===== config.mk =====
export PLATFORM = sky130hd
export DESIGN_NAME = sram_rmw_ctrl
export DESIGN_NICKNAME = d
export VERILOG_FILES = /design/src/rtl/sram_rmw_ctrl.sv
export SDC_FILE = /design/constraint.sdc
export NUM_CORES = 1
export LEC_CHECK = 0
export BUFFER_PORTS_ARGS = -buffer_cell sky130_fd_sc_hd__buf_2
export CAP_MARGIN = 20
export CORE_MARGIN = 4
export CORE_UTILIZATION = 55
export CTS_CLUSTER_DIAMETER = 120
export DETAILED_ROUTE_END_ITERATION = 12
export GPL_TIMING_DRIVEN = 1
export PLACE_DENSITY = 0.81
export RECOVER_POWER = 25
export SKIP_LAST_GASP = 1
export SYNTH_ARGS = -nofsm -noshare
export SYNTH_HDL_FRONTEND = slang
export SYNTH_SLANG_ARGS = --single-unit

===== constraint.sdc =====
create_clock -name clk -period 4.02 [get_ports clk]
set_clock_uncertainty 0.05 [all_clocks]
set_input_delay 0.201 -clock clk [delete_from_list [all_inputs] [get_ports clk]]
set_output_delay 0.201 -clock clk [all_outputs]
set_load 0.005 [all_outputs]

===== src/rtl/sram_rmw_ctrl.sv =====
// sram_rmw_ctrl: single-port SRAM controller for read, write, increment and
// read-and-clear requests. Strobes are held for a minimum pulse width and
// until the SRAM acknowledges. A fixed idle gap separates consecutive strobes.
// Every output comes straight from a flop.
module sram_rmw_ctrl #(
  parameter int ADDR_BITS = 6,
  parameter int DATA_BITS = 12,
  parameter int PULSE_CYC = 2,
  parameter int PRE_CYC   = 2,
  parameter int SATURATE  = 1
) (
  input  logic                 clk,
  input  logic                 rst,
  input  logic                 req_valid,
  output logic                 req_ready,
  input  logic [1:0]           req_op,
  input  logic [ADDR_BITS-1:0] req_addr,
  input  logic [DATA_BITS-1:0] req_wdata,
  output logic                 rsp_valid,
  output logic [DATA_BITS-1:0] rsp_data,
  output logic                 rsp_ovf,
  output logic                 mem_read,
  output logic                 mem_write,
  output logic [ADDR_BITS-1:0] mem_addr,
  output logic [DATA_BITS-1:0] mem_din,
  input  logic [DATA_BITS-1:0] mem_dout,
  input  logic                 mem_read_done,
  input  logic                 mem_write_done
);

  localparam int CNT_MAX = (PULSE_CYC > PRE_CYC) ? PULSE_CYC : PRE_CYC;
  localparam int CNT_W   = $clog2(CNT_MAX + 1);
  localparam logic [CNT_W-1:0] PULSE_N  = CNT_W'(PULSE_CYC);
  localparam logic [CNT_W-1:0] PRE_N    = CNT_W'(PRE_CYC);
  localparam logic [CNT_W-1:0] PRE_LAST = CNT_W'(PRE_CYC - 1);
  localparam logic [CNT_W-1:0] CNT_ONE  = CNT_W'(1);

  localparam logic [1:0] OP_RD  = 2'b00;
  localparam logic [1:0] OP_WR  = 2'b01;
  localparam logic [1:0] OP_INC = 2'b10;
  localparam logic [1:0] OP_RCL = 2'b11;

  typedef enum logic [2:0] {S_IDLE, S_READ, S_GAP, S_WRITE, S_PRE} state_t;

  state_t               state_q, state_d;
  logic [CNT_W-1:0]     cnt_q, cnt_d;
  logic [1:0]           op_q, op_d;
  logic [DATA_BITS-1:0] old_q, old_d;
  logic                 ovf_q, ovf_d;

  logic                 req_ready_q, req_ready_d;
  logic                 rsp_valid_q, rsp_valid_d;
  logic [DATA_BITS-1:0] rsp_data_q, rsp_data_d;
  logic                 rsp_ovf_q, rsp_ovf_d;
  logic                 mem_read_q, mem_read_d;
  logic                 mem_write_q, mem_write_d;
  logic [ADDR_BITS-1:0] mem_addr_q, mem_addr_d;
  logic [DATA_BITS-1:0] mem_din_q, mem_din_d;

  logic                 accept, rd_exit, wr_exit;
  logic                 dout_max;
  logic [DATA_BITS-1:0] inc_val;

  assign dout_max = &mem_dout;
  assign inc_val  = dout_max ? ((SATURATE != 0) ? {DATA_BITS{1'b1}} : {DATA_BITS{1'b0}})
                             : mem_dout + DATA_BITS'(1);

  // State and output registers; reset parks in PRE so ready rises PRE_CYC cycles after release
  always_ff @(posedge clk or posedge rst) begin
    if (rst) begin
      state_q     <= S_PRE;
      cnt_q       <= PRE_N;
      op_q        <= OP_RD;
      old_q       <= '0;
      ovf_q       <= 1'b0;
      req_ready_q <= 1'b0;
      rsp_valid_q <= 1'b0;
      rsp_data_q  <= '0;
      rsp_ovf_q   <= 1'b0;
      mem_read_q  <= 1'b0;
      mem_write_q <= 1'b0;
      mem_addr_q  <= '0;
      mem_din_q   <= '0;
    end else begin
      state_q     <= state_d;
      cnt_q       <= cnt_d;
      op_q        <= op_d;
      old_q       <= old_d;
      ovf_q       <= ovf_d;
      req_ready_q <= req_ready_d;
      rsp_valid_q <= rsp_valid_d;
      rsp_data_q  <= rsp_data_d;
      rsp_ovf_q   <= rsp_ovf_d;
      mem_read_q  <= mem_read_d;
      mem_write_q <= mem_write_d;
      mem_addr_q  <= mem_addr_d;
      mem_din_q   <= mem_din_d;
    end
  end

  // Next state: cnt counts strobe cycles up in READ/WRITE and idle cycles down in GAP/PRE
  always_comb begin
    state_d = state_q;
    cnt_d   = cnt_q;
    accept  = 1'b0;
    rd_exit = 1'b0;
    wr_exit = 1'b0;
    case (state_q)
      S_IDLE: begin
        if (req_valid && req_ready_q) begin
          accept  = 1'b1;
          state_d = (req_op == OP_WR) ? S_WRITE : S_READ;
          cnt_d   = CNT_ONE;
        end
      end
      S_READ: begin
        if (cnt_q >= PULSE_N && mem_read_done) begin
          rd_exit = 1'b1;
          if (op_q == OP_RD) begin
            state_d = (PRE_CYC > 1) ? S_PRE : S_IDLE;
            cnt_d   = PRE_LAST;
          end else begin
            state_d = S_GAP;
            cnt_d   = PRE_N;
          end
        end else if (cnt_q < PULSE_N) begin
          cnt_d = cnt_q + CNT_ONE;
        end
      end
      S_GAP: begin
        if (cnt_q <= CNT_ONE) begin
          state_d = S_WRITE;
          cnt_d   = CNT_ONE;
        end else begin
          cnt_d = cnt_q - CNT_ONE;
        end
      end
      S_WRITE: begin
        if (cnt_q >= PULSE_N && mem_write_done) begin
          wr_exit = 1'b1;
          state_d = (PRE_CYC > 1) ? S_PRE : S_IDLE;
          cnt_d   = PRE_LAST;
        end else if (cnt_q < PULSE_N) begin
          cnt_d = cnt_q + CNT_ONE;
        end
      end
      S_PRE: begin
        if (cnt_q <= CNT_ONE) begin
          state_d = S_IDLE;
        end else begin
          cnt_d = cnt_q - CNT_ONE;
        end
      end
      default: begin
        state_d = S_PRE;
        cnt_d   = PRE_N;
      end
    endcase
  end

  // Outputs: strobes/ready follow the next state; data path latches on accept and strobe exits
  always_comb begin
    req_ready_d = (state_d == S_IDLE);
    mem_read_d  = (state_d == S_READ);
    mem_write_d = (state_d == S_WRITE);
    mem_addr_d  = mem_addr_q;
    mem_din_d   = mem_din_q;
    op_d        = op_q;
    old_d       = old_q;
    ovf_d       = ovf_q;
    rsp_valid_d = 1'b0;
    rsp_data_d  = rsp_data_q;
    rsp_ovf_d   = rsp_ovf_q;
    if (accept) begin
      mem_addr_d = req_addr;
      op_d       = req_op;
      ovf_d      = 1'b0;
      if (req_op == OP_WR) begin
        mem_din_d = req_wdata;
      end
    end
    if (rd_exit) begin
      old_d = mem_dout;
      ovf_d = (op_q == OP_INC) && dout_max;
      if (op_q == OP_RD) begin
        rsp_valid_d = 1'b1;
        rsp_data_d  = mem_dout;
        rsp_ovf_d   = 1'b0;
      end else begin
        mem_din_d = (op_q == OP_RCL) ? {DATA_BITS{1'b0}} : inc_val;
      end
    end
    if (wr_exit) begin
      rsp_valid_d = 1'b1;
      rsp_data_d  = (op_q == OP_RCL) ? old_q : mem_din_q;
      rsp_ovf_d   = ovf_q;
    end
  end

  assign req_ready = req_ready_q;
  assign rsp_valid = rsp_valid_q;
  assign rsp_data  = rsp_data_q;
  assign rsp_ovf   = rsp_ovf_q;
  assign mem_read  = mem_read_q;
  assign mem_write = mem_write_q;
  assign mem_addr  = mem_addr_q;
  assign mem_din   = mem_din_q;

endmodule


# Word-level counts from Yosys, hierarchy flattened
# Cells that the tools add are included.
# totals
register_bits	55
latch_bits	0
ramBits	0
romBits	0
output_inout_bits	35
wordCells	83
mem_count	0
# classes
add_sub_neg	3
mul	0
div	0
n_lt_le_gt_ge	3
n_eq_ne	11
shift	0
muxes	40
bitwise	0
reduce_logical	13
# op_table
cell	count
two-way mux 12 bit	10
two-way mux 3 bit	6
two-way mux 2 bit	8
case mux 3 bit (5 select lines)	1
two-way mux 1 bit	14
adder 12 x 1 -> 12 bit, second input constant	1
AND reduction 12 bit	1
case mux 2 bit (5 select lines)	1
equality test 3 x 2 -> 1 bit, second input constant	3
equality test 3 x 1 -> 1 bit, second input constant	2
zero test 3 bit	2
nonzero test 2 bit	3
equality test 2 bit, second input constant	2
logical AND 1 bit	4
inequality test 2 bit, second input constant	2
AND reduction 2 bit	2
equality test 3 bit, second input constant	1
adder 2 x 1 -> 2 bit, second input constant	1
equality test 2 x 1 -> 1 bit, second input constant	1
>= comparator 2 bit, second input constant	1
<= comparator 2 x 1 -> 1 bit, second input constant	1
zero test 2 bit	1
< comparator 2 bit, second input constant	1
subtractor 2 x 1 -> 2 bit, second input constant	1

# Longest topological paths before layout
# logic_depth
word_depth	6
mapped_depth	8
depth_no_buf	6

# Worst setup path after synthesis
# No wires, ideal clock.
# synth_timing
path_kind	register to register
from	register cnt_q[1]
to	register rsp_data_q[3], in the netlist rsp_data[3]
setup_time_ns	0.076
arrival_ns	1.865
t_required_ns	3.894
path_slack_ns	2.028
stages_incl_launch_ff	7
n_path_buf	1
period_less_slack_ns	1.992
cell_sequence	dfstp_2 ha_1 o21ai_2 or4b_4 and2_4 buf_2 o21ai_1
# synth_between
elab_chain_len	6
# synth_lines
item	line	text
start: declaration	46	logic [CNT_W-1:0] cnt_q, cnt_d;
start signal: assignment	86	cnt_q <= cnt_d;
>= comparator 2 bit (*)	117, 139	
logical AND 1 bit (on tied branches)	139, 117	
two-way mux 1 bit (on tied branches)	139, 117	
two-way mux 1 bit	108	case (state_q)
nonzero test 2 bit (no source line)	n/a	
AND reduction 2 bit (no source line)	n/a	
end signal: assignment	92	rsp_data_q <= rsp_data_d;
end: declaration	53	logic [DATA_BITS-1:0] rsp_data_q, rsp_data_d;
# Mark *: on every way between the ends. The rest lies on a longest branch, timed or not.
# A chain may end at the register's enable or synchronous reset.

# Final worst setup path
# layout_timing
from	register cnt_q[1]
to	register mem_din_q[11], in the netlist mem_din[11]
# layout_between
elab_chain_len	5
# layout_lines
item	line	text
>= comparator 2 bit	117	if (cnt_q >= PULSE_N && mem_read_done) begin
logical AND 1 bit	117	
two-way mux 1 bit	117	
two-way mux 1 bit	108	
two-way mux 12 bit	182	if (rd_exit) begin
named net mem_din_d[11]	58	logic [DATA_BITS-1:0] mem_din_q, mem_din_d;
end signal: assignment	97	mem_din_q <= mem_din_d;
end: declaration	58	
# The timed path passes the listed nets, and every way through them passes these cells.

==> results.json <==
{
  "diodes": 0,
  "io_buffer_count": 71,
  "cts_tree": "yes",
  "num_rows": 26,
  "max_clock_freq_mhz": 428.0,
  "ir_worst_vdd_mv": 0.4097,
  "cp-end-kind": "flop",
  "grt.total_usage": 0.2308,
  "synthArstFlopShare": 1.000,
  "power_density_nw_per_um2": 642.5,
  "post_cts_buffers": 0,
  "path_clk_slew_ns": 0.10,
  "fill_cells": 442,
  "slew_headroom": 0.3884,
  "final_cells": 424,
  "io_pins": 72,
  "hold_viol_final": 0,
  "cp_data_required_time_ns": 4.18,
  "cts.sinks": 55,
  "dpl.hpwl_um": 5275,
  "status": "finished clean",
  "critical_path.cell_chain": "ha_1, o21ai_2, nor3_2, buf_4, nand2_1, o32ai_1",
  "seqCellArea_um2": 1379,
  "wl_um": 7244,
  "vias_per_cell": 5.767,
  "drv_cap": 0,
  "placed_cells": 414,
  "fin_crit_sh": 0.5812,
  "slew_viol_final": 0,
  "drc": 0,
  "ys_types": 55,
  "antenna_found_initial": 0,
  "postRouteAntennaNets": 0,
  "synth_area_um2": 3048,
  "critical_path.startpoint_type": "flop",
  "ys_ff_latch": 55,
  "cp_num_buf_inv": 1,
  "multi_input_area_um2": 1553,
  "clk_latency_ns": 0.31,
  "period_needed_ns": 2.337,
  "drt_iter0_drc": 164,
  "crit_type": "reg -> reg",
  "via_count": 2445,
  "grt_max_degree": 43,
  "hold_class": "in -> reg",
  "die_x_um": 82.44,
  "syn_inst": 287,
  "ys_seq_area_frac": 0.4524,
  "grt_pass1_wl_um": 11820,
  "dieArea_um2": 6796,
  "start_util": 0.5819,
  "root_buffer": "clkbuf_8",
  "critPathMaxFanout": 15,
  "syn_avg_cell_area_um2": 10.62,
  "wl_per_cell_um": 17.08,
  "grt_overflow": 0,
  "slowest_delay_ns": 0.63,
  "whs_ns": 0.02265,
  "p_leak_uw": 0.001648,
  "worst_pin_slew_ns": 0.9099,
  "syn_nets": 330,
  "synth_edf_count": 0,
  "ctsLongestPathBuffers": 2,
  "hold_buffers": 1,
  "ctsResizeCount": 0,
  "die_height_um": 82.44,
  "crit_family": "flip-flops",
  "drive_gt1_frac": 0.3644,
  "tns_ns": 0,
  "coreArea_um2": 5238,
  "slowest_stage": "dfstp_2",
  "numCtsBuffers": 5,
  "critical_path_arrival_ns": 2.50,
  "fin_nets": 396,
  "first_pass_iters": 4,
  "gp_congestion": 0.8783,
  "syn_to_final_growth_pct": 16.34,
  "grt_pass1_vias": 2352,
  "rsz0062_at_grt": "no",
  "htreeDepth": 2,
  "yosys_warnings": 0,
  "synth_flop_cell": "dfrtp_1",
  "report.final.setup_viol": 0
}
## worst paths after layout
| check | cells after the start | slack, ns | end | start |
|---|---|---|---|---|
| hold / removal | 3 | 0.02 | mem_addr[3]$_DFFE_PP0P_ | req_addr[3] |
| setup / recovery | 6 | 1.68 | mem_din[11]$_DFF_PP0_ | cnt_q[1]$_DFFE_PP1P_ |
| setup reg to reg | 6 | 1.68 | mem_din[11]$_DFF_PP0_ | cnt_q[1]$_DFFE_PP1P_ |
| min in group asynchronous | 3 | 0.44 | mem_din[9]$_DFF_PP0_ | rst |
| hold reg to reg | 2 | 0.43 | mem_addr[2]$_DFFE_PP0P_ | mem_addr[2]$_DFFE_PP0P_ |
| max in group asynchronous | 4 | 2.80 | state_q[2]$_DFF_PP1_ | rst |
## worst min-delay path: cells and delay by family
kind	cells	cell delay [ns]
AND/OR/NAND/NOR	2	0.08
buffers and inverters	1	0.07
## final cells by class
class / instances / area share
flip-flops and latches: 55 / 0.3888
clock buffers: 6 / 0.02047
repair buffers: 76 / 0.1161
clock inverters: 2 / 0.004587
well taps: 70 / 0.02470
multi-input cells: 208 / 0.4379
inverters: 7 / 0.007410
## flip-flops by register name, indices dropped and copies added (netlist names)
register / flops
cnt_q: 2
mem_addr: 6
mem_din: 12
mem_read: 1
mem_write: 1
old_q: 12
op_q: 2
ovf_q: 1
req_ready: 1
rsp_data: 12
rsp_ovf: 1
rsp_valid: 1
state_q: 3
## synth_stat cells, types with 2 or more instances
library cell | instances | area (um2)
or2_2 | 3 | 18.77
o21ai_0 | 10 | 50.05
inv_1 | 7 | 26.28
o21ai_1 | 8 | 40.04
nor2b_1 | 2 | 12.51
o22ai_2 | 6 | 75.07
nand3b_1 | 2 | 15.01
ha_1 | 6 | 75.07
and4_1 | 2 | 17.52
o32ai_1 | 2 | 17.52
dfrtp_1 | 53 | 1326
a22o_1 | 2 | 17.52
o211ai_1 | 2 | 15.01
mux2_2 | 24 | 270.3
o21a_1 | 2 | 15.01
nand2_1 | 36 | 135.1
xnor2_1 | 2 | 17.52
nand4_1 | 5 | 31.28
dfstp_2 | 2 | 52.55
buf_2 | 6 | 30.03
clkbuf_1 | 8 | 30.03
mux2i_1 | 26 | 260.3
buf_6 | 2 | 22.52
nor2_1 | 6 | 22.52
nand3_1 | 17 | 85.08
a21oi_1 | 4 | 20.02
nor4_2 | 2 | 25.02
o22ai_1 | 4 | 25.02
nor3_1 | 8 | 40.04
nand2b_1 | 3 | 18.77
## kinds of logic (layout without fill, tap and decap cells)
| kind of cell | after synthesis | after routing | share of synthesized area |
|---|---|---|---|
| compound gates | 50 | 50 | 0.1195 |
| xor+xnor | 3 | 3 | 0.008622 |
| fa+ha+maj | 6 | 6 | 0.02463 |
| buf+inv | 24 | 91 | 0.03818 |
| flops | 55 | 55 | 0.4524 |
| mux | 50 | 50 | 0.1741 |
| simple gates | 99 | 99 | 0.1827 |
## placed cells by master, fill, tap and decap left out, drive strengths merged, types with 8 or more instances in the layout
cell / instances
buf: 75
dfrtp: 53
nand2: 36
mux2i: 26
mux2: 24
o21ai: 19
nand3: 17
o22ai: 10
nor3: 9
inv: 8
## power breakdown
part | total (uW) | switching (uW) | internal [uW]
Sequential | 991 | 189 | 803
Clock | 311 | 185 | 126
Combinational | 976 | 478 | 498
Total | 2280 | 851 | 1430
## metal layers
metal,track usage,wire [um]
met5,0,0
met4,0.06146,104
met3,0.04013,406
met2,0.3574,3396
met1,0.3345,3336
## per-stage QoR
stage / power, uW / instance area, um2 / util / setup slack, ns
global placement: 1923 / 3416 / 0.6522 / 1.652
floorplan: 1654 / 3048 / - / 2.028
CTS: 2286 / 3535 / 0.6749 / 1.556
detailed placement: 1972 / 3436 / 0.6560 / 1.581
finish: 2278 / 3546 / 0.6770 / 1.683
global route: 2460 / 3546 / 0.6770 / 1.521
Power figures use the tool's default switching activity.
